### config.mk
export PLATFORM = sky130hd
export DESIGN_NAME = ram_pattern_writer_flat
export DESIGN_NICKNAME = d
export VERILOG_FILES = /design/src/rtl/ram_pattern_writer_if.sv /design/src/rtl/ram_pattern_writer.sv /design/src/flat_wrapper.sv
export SDC_FILE = /design/constraint.sdc
export NUM_CORES = 1
export LEC_CHECK = 0
export ABC_AREA = 1
export ABC_CLOCK_PERIOD_IN_PS = 4100
export BUFFER_PORTS_ARGS = -buffer_cell sky130_fd_sc_hd__buf_2
export CAP_MARGIN = 20
export CELL_PAD_IN_SITES_DETAIL_PLACEMENT = 0
export CELL_PAD_IN_SITES_GLOBAL_PLACEMENT = 1
export CORE_UTILIZATION = 30
export CTS_CLUSTER_SIZE = 30
export DETAILED_ROUTE_END_ITERATION = 8
export GPL_TIMING_DRIVEN = 0
export PLACE_DENSITY_LB_ADDON = 0.1
export SYNTH_ARGS = -nofsm -noshare
export SYNTH_HDL_FRONTEND = slang
export SYNTH_SLANG_ARGS = --single-unit
### constraint.sdc
create_clock -name clock -period 4.1 [get_ports clock]
set_input_delay 0.41 -clock clock [delete_from_list [all_inputs] [get_ports clock]]
set_output_delay 0.41 -clock clock [all_outputs]
set_load 0.03 [all_outputs]
### src/rtl/ram_pattern_writer_if.sv
// Bus bundle for the pattern fill engine: fill control inputs, RAM write
// handshake and status outputs. Signal names are seen from the engine's side.
interface ram_pattern_writer_if #(
  parameter int DATA_W = 4,
  parameter int ADDR_W = 4
);
  logic              i_start;
  logic              i_abort;
  logic [1:0]        i_mode;
  logic [DATA_W-1:0] i_seed;
  logic              i_wr_ready;
  logic              o_wr_en;
  logic [ADDR_W-1:0] o_wr_addr;
  logic [DATA_W-1:0] o_wr_data;
  logic              o_busy;
  logic              o_done;
  logic [ADDR_W:0]   o_count;

  modport slave (
    input  i_start, i_abort, i_mode, i_seed, i_wr_ready,
    output o_wr_en, o_wr_addr, o_wr_data, o_busy, o_done, o_count
  );

  modport master (
    output i_start, i_abort, i_mode, i_seed, i_wr_ready,
    input  o_wr_en, o_wr_addr, o_wr_data, o_busy, o_done, o_count
  );
endinterface

### src/rtl/ram_pattern_writer.sv
// Pattern fill engine: writes 2**ADDR_W words derived from a seed and a
// pattern mode into a RAM through a valid/ready write port.
module ram_pattern_writer #(
  parameter int DATA_W = 4,
  parameter int ADDR_W = 4
) (
  input  logic                 clock,
  input  logic                 i_reset,
  ram_pattern_writer_if.slave  bus
);

  typedef enum logic [1:0] {S_IDLE, S_LOAD, S_WRITE, S_DONE} state_t;

  state_t            r_state, w_state_nxt;
  logic [1:0]        r_mode, w_mode_nxt;
  logic              r_wr_en, w_wr_en_nxt;
  logic [ADDR_W-1:0] r_wr_addr, w_wr_addr_nxt;
  logic [DATA_W-1:0] r_wr_data, w_wr_data_nxt;
  logic              r_busy, w_busy_nxt;
  logic              r_done, w_done_nxt;
  logic [ADDR_W:0]   r_count, w_count_nxt;
  logic              w_xfer;

  function automatic logic [DATA_W-1:0] f_next_word(input logic [1:0]        mode,
                                                    input logic [DATA_W-1:0] d);
    case (mode)
      2'b00:   f_next_word = d;
      2'b01:   f_next_word = d + DATA_W'(1);
      2'b10:   f_next_word = {d[DATA_W-2:0], d[DATA_W-1]};
      default: f_next_word = ~d;
    endcase
  endfunction

  assign w_xfer = r_wr_en & bus.i_wr_ready;

  // Every output is registered, so the next-state logic also computes next output values.
  always_comb begin
    w_state_nxt   = r_state;
    w_mode_nxt    = r_mode;
    w_wr_en_nxt   = r_wr_en;
    w_wr_addr_nxt = r_wr_addr;
    w_wr_data_nxt = r_wr_data;
    w_busy_nxt    = r_busy;
    w_done_nxt    = 1'b0;
    w_count_nxt   = r_count;
    case (r_state)
      S_IDLE: begin
        if (bus.i_start && !bus.i_abort) begin
          w_state_nxt = S_LOAD;
          w_busy_nxt  = 1'b1;
        end
      end
      S_LOAD: begin
        w_wr_addr_nxt = '0;
        w_wr_data_nxt = bus.i_seed;
        w_count_nxt   = '0;
        w_mode_nxt    = bus.i_mode;
        if (bus.i_abort) begin
          w_state_nxt = S_IDLE;
          w_busy_nxt  = 1'b0;
        end else begin
          w_state_nxt = S_WRITE;
          w_wr_en_nxt = 1'b1;
        end
      end
      S_WRITE: begin
        if (w_xfer) begin
          w_count_nxt   = r_count + (ADDR_W+1)'(1);
          w_wr_addr_nxt = r_wr_addr + ADDR_W'(1);
          w_wr_data_nxt = f_next_word(r_mode, r_wr_data);
          if (&r_wr_addr) begin
            w_state_nxt = S_DONE;
            w_wr_en_nxt = 1'b0;
            w_busy_nxt  = 1'b0;
            w_done_nxt  = 1'b1;
          end
        end
        // Abort still keeps a transfer that lands on the same edge, but suppresses done.
        if (bus.i_abort) begin
          w_state_nxt = S_IDLE;
          w_wr_en_nxt = 1'b0;
          w_busy_nxt  = 1'b0;
          w_done_nxt  = 1'b0;
        end
      end
      S_DONE: begin
        w_state_nxt = S_IDLE;
      end
      default: begin
        w_state_nxt = S_IDLE;
      end
    endcase
  end

  always_ff @(posedge clock or negedge i_reset) begin
    if (!i_reset) begin
      r_state   <= S_IDLE;
      r_mode    <= 2'b00;
      r_wr_en   <= 1'b0;
      r_wr_addr <= '0;
      r_wr_data <= '0;
      r_busy    <= 1'b0;
      r_done    <= 1'b0;
      r_count   <= '0;
    end else begin
      r_state   <= w_state_nxt;
      r_mode    <= w_mode_nxt;
      r_wr_en   <= w_wr_en_nxt;
      r_wr_addr <= w_wr_addr_nxt;
      r_wr_data <= w_wr_data_nxt;
      r_busy    <= w_busy_nxt;
      r_done    <= w_done_nxt;
      r_count   <= w_count_nxt;
    end
  end

  assign bus.o_wr_en   = r_wr_en;
  assign bus.o_wr_addr = r_wr_addr;
  assign bus.o_wr_data = r_wr_data;
  assign bus.o_busy    = r_busy;
  assign bus.o_done    = r_done;
  assign bus.o_count   = r_count;

endmodule

### src/flat_wrapper.sv
// flat-port wrapper written by rule: the top's interface ports become plain ports
module ram_pattern_writer_flat 
#(
  parameter int DATA_W = 4,
  parameter int ADDR_W = 4
)
  (clock, i_reset, bus_i_start, bus_i_abort, bus_i_mode, bus_i_seed, bus_i_wr_ready, bus_o_wr_en, bus_o_wr_addr, bus_o_wr_data, bus_o_busy, bus_o_done, bus_o_count);
  ram_pattern_writer_if #(.DATA_W(DATA_W), .ADDR_W(ADDR_W)) bus_i ();
  input  logic clock;
  input  logic i_reset;
  input wire logic [$bits(bus_i.i_start)-1:0] bus_i_start;
  input wire logic [$bits(bus_i.i_abort)-1:0] bus_i_abort;
  input wire logic [$bits(bus_i.i_mode)-1:0] bus_i_mode;
  input wire logic [$bits(bus_i.i_seed)-1:0] bus_i_seed;
  input wire logic [$bits(bus_i.i_wr_ready)-1:0] bus_i_wr_ready;
  output wire logic [$bits(bus_i.o_wr_en)-1:0] bus_o_wr_en;
  output wire logic [$bits(bus_i.o_wr_addr)-1:0] bus_o_wr_addr;
  output wire logic [$bits(bus_i.o_wr_data)-1:0] bus_o_wr_data;
  output wire logic [$bits(bus_i.o_busy)-1:0] bus_o_busy;
  output wire logic [$bits(bus_i.o_done)-1:0] bus_o_done;
  output wire logic [$bits(bus_i.o_count)-1:0] bus_o_count;
  assign bus_i.i_start = bus_i_start;
  assign bus_i.i_abort = bus_i_abort;
  assign bus_i.i_mode = bus_i_mode;
  assign bus_i.i_seed = bus_i_seed;
  assign bus_i.i_wr_ready = bus_i_wr_ready;
  assign bus_o_wr_en = bus_i.o_wr_en;
  assign bus_o_wr_addr = bus_i.o_wr_addr;
  assign bus_o_wr_data = bus_i.o_wr_data;
  assign bus_o_busy = bus_i.o_busy;
  assign bus_o_done = bus_i.o_done;
  assign bus_o_count = bus_i.o_count;
  ram_pattern_writer #(.DATA_W(DATA_W), .ADDR_W(ADDR_W)) u_core (.clock(clock), .i_reset(i_reset), .bus(bus_i));
endmodule
==> metrics.md, run 1 <==
| Metric | Value |
|---|---|
| Outcome | `complete, no violations` |
| Slew @ Worst Pin | `between 0.4 and 0.5 ns` |
| Post-synthesis adder-cell area fraction | `approximately a tenth` |
| Core Rows | `22` |
| Mux cell area share after synthesis | `0%` |
| XOR/XNOR Fraction of Synth Area | `between 2 and 3%` |
| WP data arrival | `around 1.7 ns` |
| Synth Net Count | `between 150 and 200` |
| Ys Warns | `0` |
| Port buffer count | `26` |
| Avg Vias per Cell | `approximately 4.6` |
| P_int | `approximately 0.60 mW` |
| Reg-to-reg endpoint | `u_core.bus.o_wr_en` |
| Layout Cells excl Fill | `roughly 230` |
| Max stage delay on crit path | `a little over 0.4 ns` |
| Final WS setup | `~2.6 ns` |
| Pin count of the biggest net entering global routing | `21` |
| RSZ-0062 raised after global routing | `false` |
| TritonCTS clock tree | `built` |
| Pre-CTS WS | `roughly 2.5 ns` |
| Max stage delay cell, worst path | `ha_1` |
| Resize count post-CTS | `0` |
| Sequential fraction of the synthesis area | `slightly above 40%` |
| Postcts setup bufs | `0` |
| Drt total wl | `roughly 2600 microns` |
| Leakage power total | `roughly 0.77 nW` |
| Yosys cell types | `26` |
| Area delta synth->final | `19.9%` |
| Crit path cell chain | `inv_1 > ha_1 > inv_1 > a21oi_1 > nand2_1 > o21ai_0 > o21ai_0` |
| Worst Setup Start Kind | `flip-flop` |
| CTS H-tree depth | `1` |
| Clk pwr share | `12.4%` |
| Worst hold margin | `between 0.09 and 0.1 ns` |
| IO Pins | `27` |
| Power per Cell Area | `827 nW/um^2` |
| ANT nets after route | `0` |
| Total of max-cap violations | `0` |
| Maximum buffer depth of the clock tree | `2` |
| Rel. slew slack | `roughly 68%` |
| Vias post-DR | `between 1,000 and 1,500` |
| Endpoints failing hold | `0` |
| Final core occ | `approximately two fifths` |
| First-pass GRT wire length | `4490 microns` |
| Pre-antenna DRT Iters | `4` |
| Tmin final | `approximately 1.5 ns` |
| CTS Sinks | `20` |
| Slew Viols, Final | `0` |
| Power Total | `1.22 mW` |
| Worst Hold Class | `in2async` |
| Core area | `3800 sq um` |
| Layout net count | `199` |
| Die X | `roughly 66 microns` |
| Cell Area, Synth | `about 1200 sq um` |
| Layout Skew | `between 0.002 and 0.003 ns` |
| Combinational fraction of design power | `between 60% and 70%` |
| Largest family of logic cells by synthesized area | `simple AND/OR/NAND/NOR gates` |
| CTS Buf Count | `3` |
| Post-route cell area | `about 1500 sq um` |
| # placed instances | `around 220` |
| Grt total ovfl | `0` |
| Antenna diodes | `0` |
| Initial antenna violation count | `0` |
| Synthesized flop and latch total | `20` |
| Crit Path Max Fanout | `4` |
| Sw frac | `about half` |
| Routed len/inst | `approximately 12 microns` |
| GPL Wtd Cong | `between 0.7 and 0.8` |
| CP required | `4.24 ns` |
| Worst r2r path cells | `7` |
| Synthesized instance count | `147` |
| Filler instances | `~400` |
| Die H | `around 66 microns` |
| Max VDD drop | `between 300 and 400 uV` |
| FF-to-FF setup slack | `2.55 ns` |
| Placed Area | `roughly 1400 sq um` |
| Synthesized area per cell | `8.40 sq um` |
| CTS root buffer | `clkbuf_8` |
| TNS Setup | `0 ns` |
| Critical path buffers and inverters | `2` |
| Vias in the first global route | `1,008` |
| Clk_lat worst skew | `between 0.2 and 0.3 ns` |
| Reg power frac | `27.5%` |
| Dpl hpwl | `just under 2000 microns` |
| Starting Density | `about 33%` |
| Max Freq | `about 650 MHz` |
| DRC Markers | `0` |
| Fin crit share | `around 38%` |
| DR iter-0 viols | `30` |
| Share of layout cells above drive strength 1 | `26.0%` |
| Full die area | `around 4400 sq um` |
| Worst r2r src | `u_core.r_state[0]` |
| Critical path type | `reg2reg` |
| Finish-stage setup viols | `0` |
| Crit-path leading delay family | `adder cells` |
| Clock slew at reported path FFs | `~0.080 ns` |
| Simple-gate share of the synthesized area | `26.2%` |
| Global Route Usage Sum | `a little over an eighth` |
| Crit end category | `flip-flop` |
| Synth Area in Compound Gates | `13.7%` |
| Hold_buf cts | `0` |
| Psw | `around 0.62 mW` |
==> state kept, by name, indices dropped and copies added (netlist names) <==
signal                flops
u_core.bus.o_count        5
u_core.bus.o_wr_addr      4
u_core.bus.o_wr_data      4
u_core.r_mode             2
u_core.r_state            2
u_core.bus.o_busy         1
u_core.bus.o_done         1
u_core.bus.o_wr_en        1
==> routing by layer <==
layer | vias up | part of all wire, % | global-route usage (%) | wire length, microns
met4 | 0 | 0.95 | 2.39 | 25
met5 | - | 0 | 0 | 0
met2 | 15 | 47 | 22.8 | 1240
met1 | 469 | 48 | 17.5 | 1270
met3 | 2 | 3.4 | 3.10 | 90
li1 | 548 | - | - | -
==> layout by cell type (no fill, tap or decap) <==
| cell | netlist | layout |
|---|---|---|
| a21oi_1 | 8 | 8 |
| nor3_1 | 1 | 1 |
| o21ai_0 | 13 | 13 |
| nand2_1 | 34 | 34 |
| o21a_1 | 2 | 2 |
| inv_8 | 1 | 1 |
| nor2_8 | 1 | 1 |
| a21boi_0 | 1 | 1 |
| nor2_1 | 9 | 9 |
| nand2_2 | 4 | 4 |
| ha_1 | 10 | 10 |
| inv_2 | 1 | 1 |
| inv_4 | 1 | 1 |
| clkbuf_8 | 0 | 4 |
| nand3_1 | 11 | 11 |
| o31ai_1 | 1 | 1 |
| nand2_4 | 2 | 2 |
| nand4_1 | 3 | 3 |
| dfrtp_1 | 20 | 20 |
| o21ai_2 | 3 | 3 |
| buf_2 | 0 | 26 |
| a22oi_1 | 1 | 1 |
| inv_1 | 13 | 13 |
| xnor2_1 | 3 | 3 |
| nor2_2 | 1 | 1 |
| nand3_2 | 1 | 1 |
| buf_6 | 1 | 1 |
| xor2_1 | 1 | 1 |
==> Yosys cell counts, drive strengths merged <==
cell type / instances / share of area [%]
o21a: 2 / 1.2
a21boi: 1 / 0.61
nand3: 12 / 5.3
o21ai: 16 / 7.4
o31ai: 1 / 0.61
nor2: 11 / 4.9
buf: 1 / 0.91
dfrtp: 20 / 41
xnor2: 3 / 2.1
ha: 10 / 10
nand2: 40 / 14
nand4: 3 / 1.5
a22oi: 1 / 0.61
xor2: 1 / 0.71
inv: 16 / 5.7
a21oi: 8 / 3.2
nor3: 1 / 0.40
==> power groups by stage <==
stage | sequential [mW] | clock, mW | combinational (mW)
finish | 0.337 | 0.152 | 0.736
global route | 0.349 | 0.166 | 0.845
CTS | 0.338 | 0.159 | 0.751
detailed placement | 0.343 | 0 | 0.747
global placement | 0.339 | 0 | 0.740
floorplan | 0.418 | 0 | 0.488
==> cell type report <==
class | instances | area (sq um) | area share, %
multi-input cells | 110 | 653 | 44.1
well taps | 48 | 60.1 | 4.06
clock buffers | 4 | 55.1 | 3.72
repair buffers | 26 | 130 | 8.79
plain buffers | 1 | 11.3 | 0.761
flip-flops and latches | 20 | 500 | 33.8
inverters | 16 | 70.1 | 4.73
==> worst reg2reg max path: stages, from the launching register on <==
cell and delay (ns):
dfrtp_1 0.35, inv_1 0.09, ha_1 0.41, inv_1 0.12, a21oi_1 0.14, nand2_1 0.08, o21ai_0 0.13, o21ai_0 0.10
==> how the worst max path moves through the flow <==
stage                                  from                 endpoint  slack (ns)  cells past startpoint
floorplan           u_core.bus.o_wr_addr[0]        u_core.bus.o_busy        2.72                      8
global placement          u_core.r_state[0]  u_core.bus.o_wr_data[3]        2.58                      5
detailed placement        u_core.r_state[0]  u_core.bus.o_wr_data[3]        2.54                      5
CTS                       u_core.r_state[0]  u_core.bus.o_wr_data[3]        2.53                      5
global route              u_core.r_state[0]       u_core.bus.o_wr_en        2.32                      7
finish                    u_core.r_state[0]       u_core.bus.o_wr_en        2.55                      7
==> kinds of logic (layout without fill, tap and decap cells) <==
kind of cell	count (synthesis)	count (layout)
fa+ha+maj	10	10
buf+inv	17	47
compound gates	29	29
xor+xnor	4	4
simple gates	67	67
flops	20	20
Power figures use the tool's default switching activity.
==> run 2: changes to the inputs <==
--- a/config.mk
+++ b/config.mk
@@ -5,8 +5,8 @@
 export SDC_FILE = /design/constraint.sdc
 export NUM_CORES = 1
 export LEC_CHECK = 0
-export ABC_AREA = 1
-export ABC_CLOCK_PERIOD_IN_PS = 4100
+export ABC_AREA = 0
+export ABC_CLOCK_PERIOD_IN_PS = 1450
 export BUFFER_PORTS_ARGS = -buffer_cell sky130_fd_sc_hd__buf_2
 export CAP_MARGIN = 20
 export CELL_PAD_IN_SITES_DETAIL_PLACEMENT = 0
==> constraint.sdc (replaced) <==
create_clock -name clock -period 1.45 [get_ports clock]
set_input_delay 0.145 -clock clock [delete_from_list [all_inputs] [get_ports clock]]
set_output_delay 0.145 -clock clock [all_outputs]
set_load 0.03 [all_outputs]
==> metrics.md, run 2 <==
| Metric | Value |
|---|---|
| Worst hold start | `bus_i_mode[1]` |
| Initial antenna violation count | `0 (unchanged)` |
| GPL Wtd Cong | `0.788 (+3.5%)` |
| Synth cell count leaders | `20 x dfrtp_1, 18 x nand2_1, 17 x o21ai_0, 10 x ha_1, 8 x inv_1` |
| Ys Warns | `0 (unchanged)` |
| Avg Vias per Cell | `4.97 (+8.1%)` |
| Worst Hold Class | `in2reg` |
| Die H | `65.4 microns (-1.1%)` |
| Top-count cell post-synth | `dfrtp_1` |
| EDFF count, synth | `0 (unchanged)` |
| Max VDD drop | `598 uV (+67%)` |
| Max stage delay cell, worst path | `dfrtp_1` |
| Crit-path leading delay family | `compound AO/OA/AOI/OAI gates` |
| Area delta synth->final | `47.4%` |
| IO Pins | `27 (unchanged)` |
| Endpoints failing hold | `0 (unchanged)` |
| Leakage power total | `0.821 nW (+7.2%)` |
| Synth Net Count | `153 (-8.9%)` |
| Crit end category | `flip-flop` |
| ANT nets after route | `0 (unchanged)` |
| Vias post-DR | `1,153 (+12%)` |
| TritonCTS clock tree | `built` |
| Crit Path Max Fanout | `6 (+2)` |
| Clk_lat worst skew | `0.26 ns (about the same)` |
| Synthesized flop and latch total | `20 (unchanged)` |
| Worst r2r src | `u_core.r_state[1]` |
| Synth area leader | `dfrtp_1` |
| Layout Cells excl Fill | `232 (+3.1%)` |
| CTS Sinks | `20 (unchanged)` |
| Final core occ | `47.1% (+8.2 points)` |
| Tmin final | `1.47 ns (-0.0738 ns)` |
| Sequential fraction of the synthesis area | `41.5% (+0.97 points)` |
| DR iter-0 viols | `25 (-17%)` |
| # placed instances | `206 (-6.8%)` |
| Worst r2r path cells | `5 (-2)` |
| Max stage delay on crit path | `0.42 ns (about the same)` |
| Full die area | `4280 sq um (-2.3%)` |
| Port buffer count | `26 (unchanged)` |
| Starting Density | `32.0% (-0.53 points)` |
| Critical path type | `reg2reg` |
| Core Rows | `22 (unchanged)` |
| Finish-stage setup viols | `5 (+5)` |
| CP required | `1.60 ns (-2.64 ns)` |
| CTS root buffer | `clkbuf_8` |
| Ys flop type | `dfrtp_1` |
| DRC Markers | `0 (unchanged)` |
| Total of max-cap violations | `0 (unchanged)` |
| Pin count of the biggest net entering global routing | `21 (unchanged)` |
| Ys async rst share | `100% (unchanged)` |
| RSZ-0062 raised after global routing | `true` |
| Rel. slew slack | `68.7% (+0.21 points)` |
| Commonest non-fill, non-tap cell in the layout | `buf_2` |
| Pre-antenna DRT Iters | `3 (-1)` |
| Clock slew at reported path FFs | `0.08 ns (about the same)` |
| Synthesized instance count | `132 (-10%)` |
| Largest register FFs | `5 (unchanged)` |
| Share of layout cells above drive strength 1 | `45.7% (+20 points)` |
| Outcome | `complete, but fails checks` |
| Yosys cell types | `38 (+46%)` |
| Hold endpoint | `u_core.r_mode[1]` |
| Fin crit share | `102% (+64 points)` |
| Slew @ Worst Pin | `0.470 ns (-0.00308 ns)` |
| FF-to-FF setup slack | `-0.02 ns (-2.58 ns)` |
| Antenna diodes | `0 (unchanged)` |
| Synthesized area per cell | `9.14 sq um (+8.8%)` |
| Grt total ovfl | `0 (unchanged)` |
| Crit path cell chain | `inv_2 > ha_4 > a21bo_4 > buf_6 > a22o_1` |
| Cell Area, Synth | `1210 sq um (-2.3%)` |
| Vias in the first global route | `1,150 (+14%)` |
| CTS Buf Count | `3 (unchanged)` |
| Global Route Usage Sum | `16.3% (+2.9 points)` |
| Worst Setup Start Kind | `flip-flop` |
| Reg-to-reg endpoint | `u_core.bus.o_count[3]` |
| CTS H-tree depth | `1 (unchanged)` |
| Layout Skew | `0.00351 ns (+0.000919 ns)` |
| Die X | `65.4 microns (-1.1%)` |
| WP data arrival | `1.62 ns (-0.06 ns)` |
| Failing checks | `setup timing` |
| Max Freq | `679 MHz (+5.0%)` |
| Most frequent cells in the layout | `26 x buf_2, 19 x buf_4, 18 x nand2_1` |
| Dpl hpwl | `2080 microns (+4.9%)` |
| Top cells by area, synth | `dfrtp_1 41%, ha_1 10%, o21ai_0 7.1%, nand2_1 5.6%, nand3_1 2.9%` |
| Critical path buffers and inverters | `2 (unchanged)` |
| Core area | `3770 sq um (-0.72%)` |
| Slew Viols, Final | `0 (unchanged)` |
| Power per Cell Area | `2320 nW/um^2 (+180%)` |
| Hold path cells | `3` |
| Top cell type's share of synthesized area | `41.5% (+0.97 points)` |
| Routed len/inst | `13.6 microns (+16%)` |
| Maximum buffer depth of the clock tree | `2 (unchanged)` |
| First-pass GRT wire length | `5310 microns (+18%)` |
| Layout net count | `206 (+3.5%)` |
| Final WS setup | `-0.0221 ns (-2.58 ns)` |
| Drt total wl | `3150 microns (+20%)` |
run 2: changes by cell type in the layout (fill, tap and decap cells not counted), sizes merged, moves of 3 or more:
| cell | before | now |
|---|---|---|
| nand2 | 40 | 18 |
| nor2 | 11 | 5 |
| a22o | 0 | 3 |
| nand3 | 12 | 7 |
| inv | 16 | 8 |
| buf | 27 | 49 |
| xnor2 | 3 | 0 |
| nand2b | 0 | 4 |
run 2: timing repair:
item                                    CTS  global route
resized for setup                        22            14
cloned                                    1             0
hold buffers                              1             0
setup buffers                            16             4
endpoints found under the setup margin   16            17
hold endpoints to repair                 20             0
pin swaps                                16             7
run 2: layout make-up:
type / instances / area, sq um
clock inverters: 1 / 30.0
clock buffers: 3 / 41.3
multi-input cells: 101 / 771
fillers: 373 / 1990
repair buffers: 48 / 305
flip-flops and latches: 20 / 507
well taps: 48 / 60.1
plain buffers: 3 / 33.8
inverters: 8 / 30.0
run 2: logic make-up after synthesis:
logic type	Yosys count	share of synthesized area, %
DFF	20	41.5
AOI/OAI and AO/OA	44	24.6
muxes	2	1.76
and+or+nand+nor	45	18.2
adders and majority gates	10	10.4
buffers and inverters	11	3.63
run 2: report_power, final:
| group | internal, mW | switching, mW | leakage, nW |
|---|---|---|---|
| clock network | 0.368 | 0.191 | 0.0357 |
| registers | 0.727 | 0.169 | 0.252 |
| logic | 1.32 | 1.35 | 0.534 |
| total | 2.42 | 1.71 | 0.821 |
run 2: stage by stage:
step | power (mW) | setup WS (ns) | instance area (sq um) | TNS (ns) | hold WS (ns)
floorplan | 2.23 | 0.00789 | 1250 | 0 | -0.151
global placement | 2.65 | -0.205 | 1440 | -1.43 | 0.130
detailed placement | 2.67 | -0.255 | 1440 | -1.91 | 0.130
CTS | 3.93 | -0.0844 | 1730 | -0.151 | 0.0837
global route | 4.45 | -0.0736 | 1780 | -0.536 | 0.114
finish | 4.13 | -0.0221 | 1780 | -0.0631 | 0.101
run 2: worst max-delay path by stage:
stage | cells after the start | start | end
2_1_floorplan | 6 | u_core.r_state[1] | u_core.bus.o_count[2]
3_3_place_gp | 6 | u_core.r_state[0] | u_core.bus.o_wr_data[1]
3_5_place_dp | 6 | u_core.r_state[0] | u_core.bus.o_wr_data[1]
4_1_cts | 6 | u_core.r_mode[0] | u_core.bus.o_wr_data[1]
5_1_grt | 7 | u_core.r_state[0] | u_core.bus.o_busy
6_report | 5 | u_core.r_state[1] | u_core.bus.o_count[3]
run 2: worst register-to-register path, stage by stage (launching register included):
cell	delay (ns)
dfrtp_1	0.42
inv_2	0.09
ha_4	0.28
a21bo_4	0.25
buf_6	0.14
a22o_1	0.20
run 2: per-layer routing:
layer  share of wire (%)  GRT usage [%]
met5                   0              0
met4                0.70           5.71
met3                 3.9           3.13
met2                  49           28.6
met1                  46           19.8
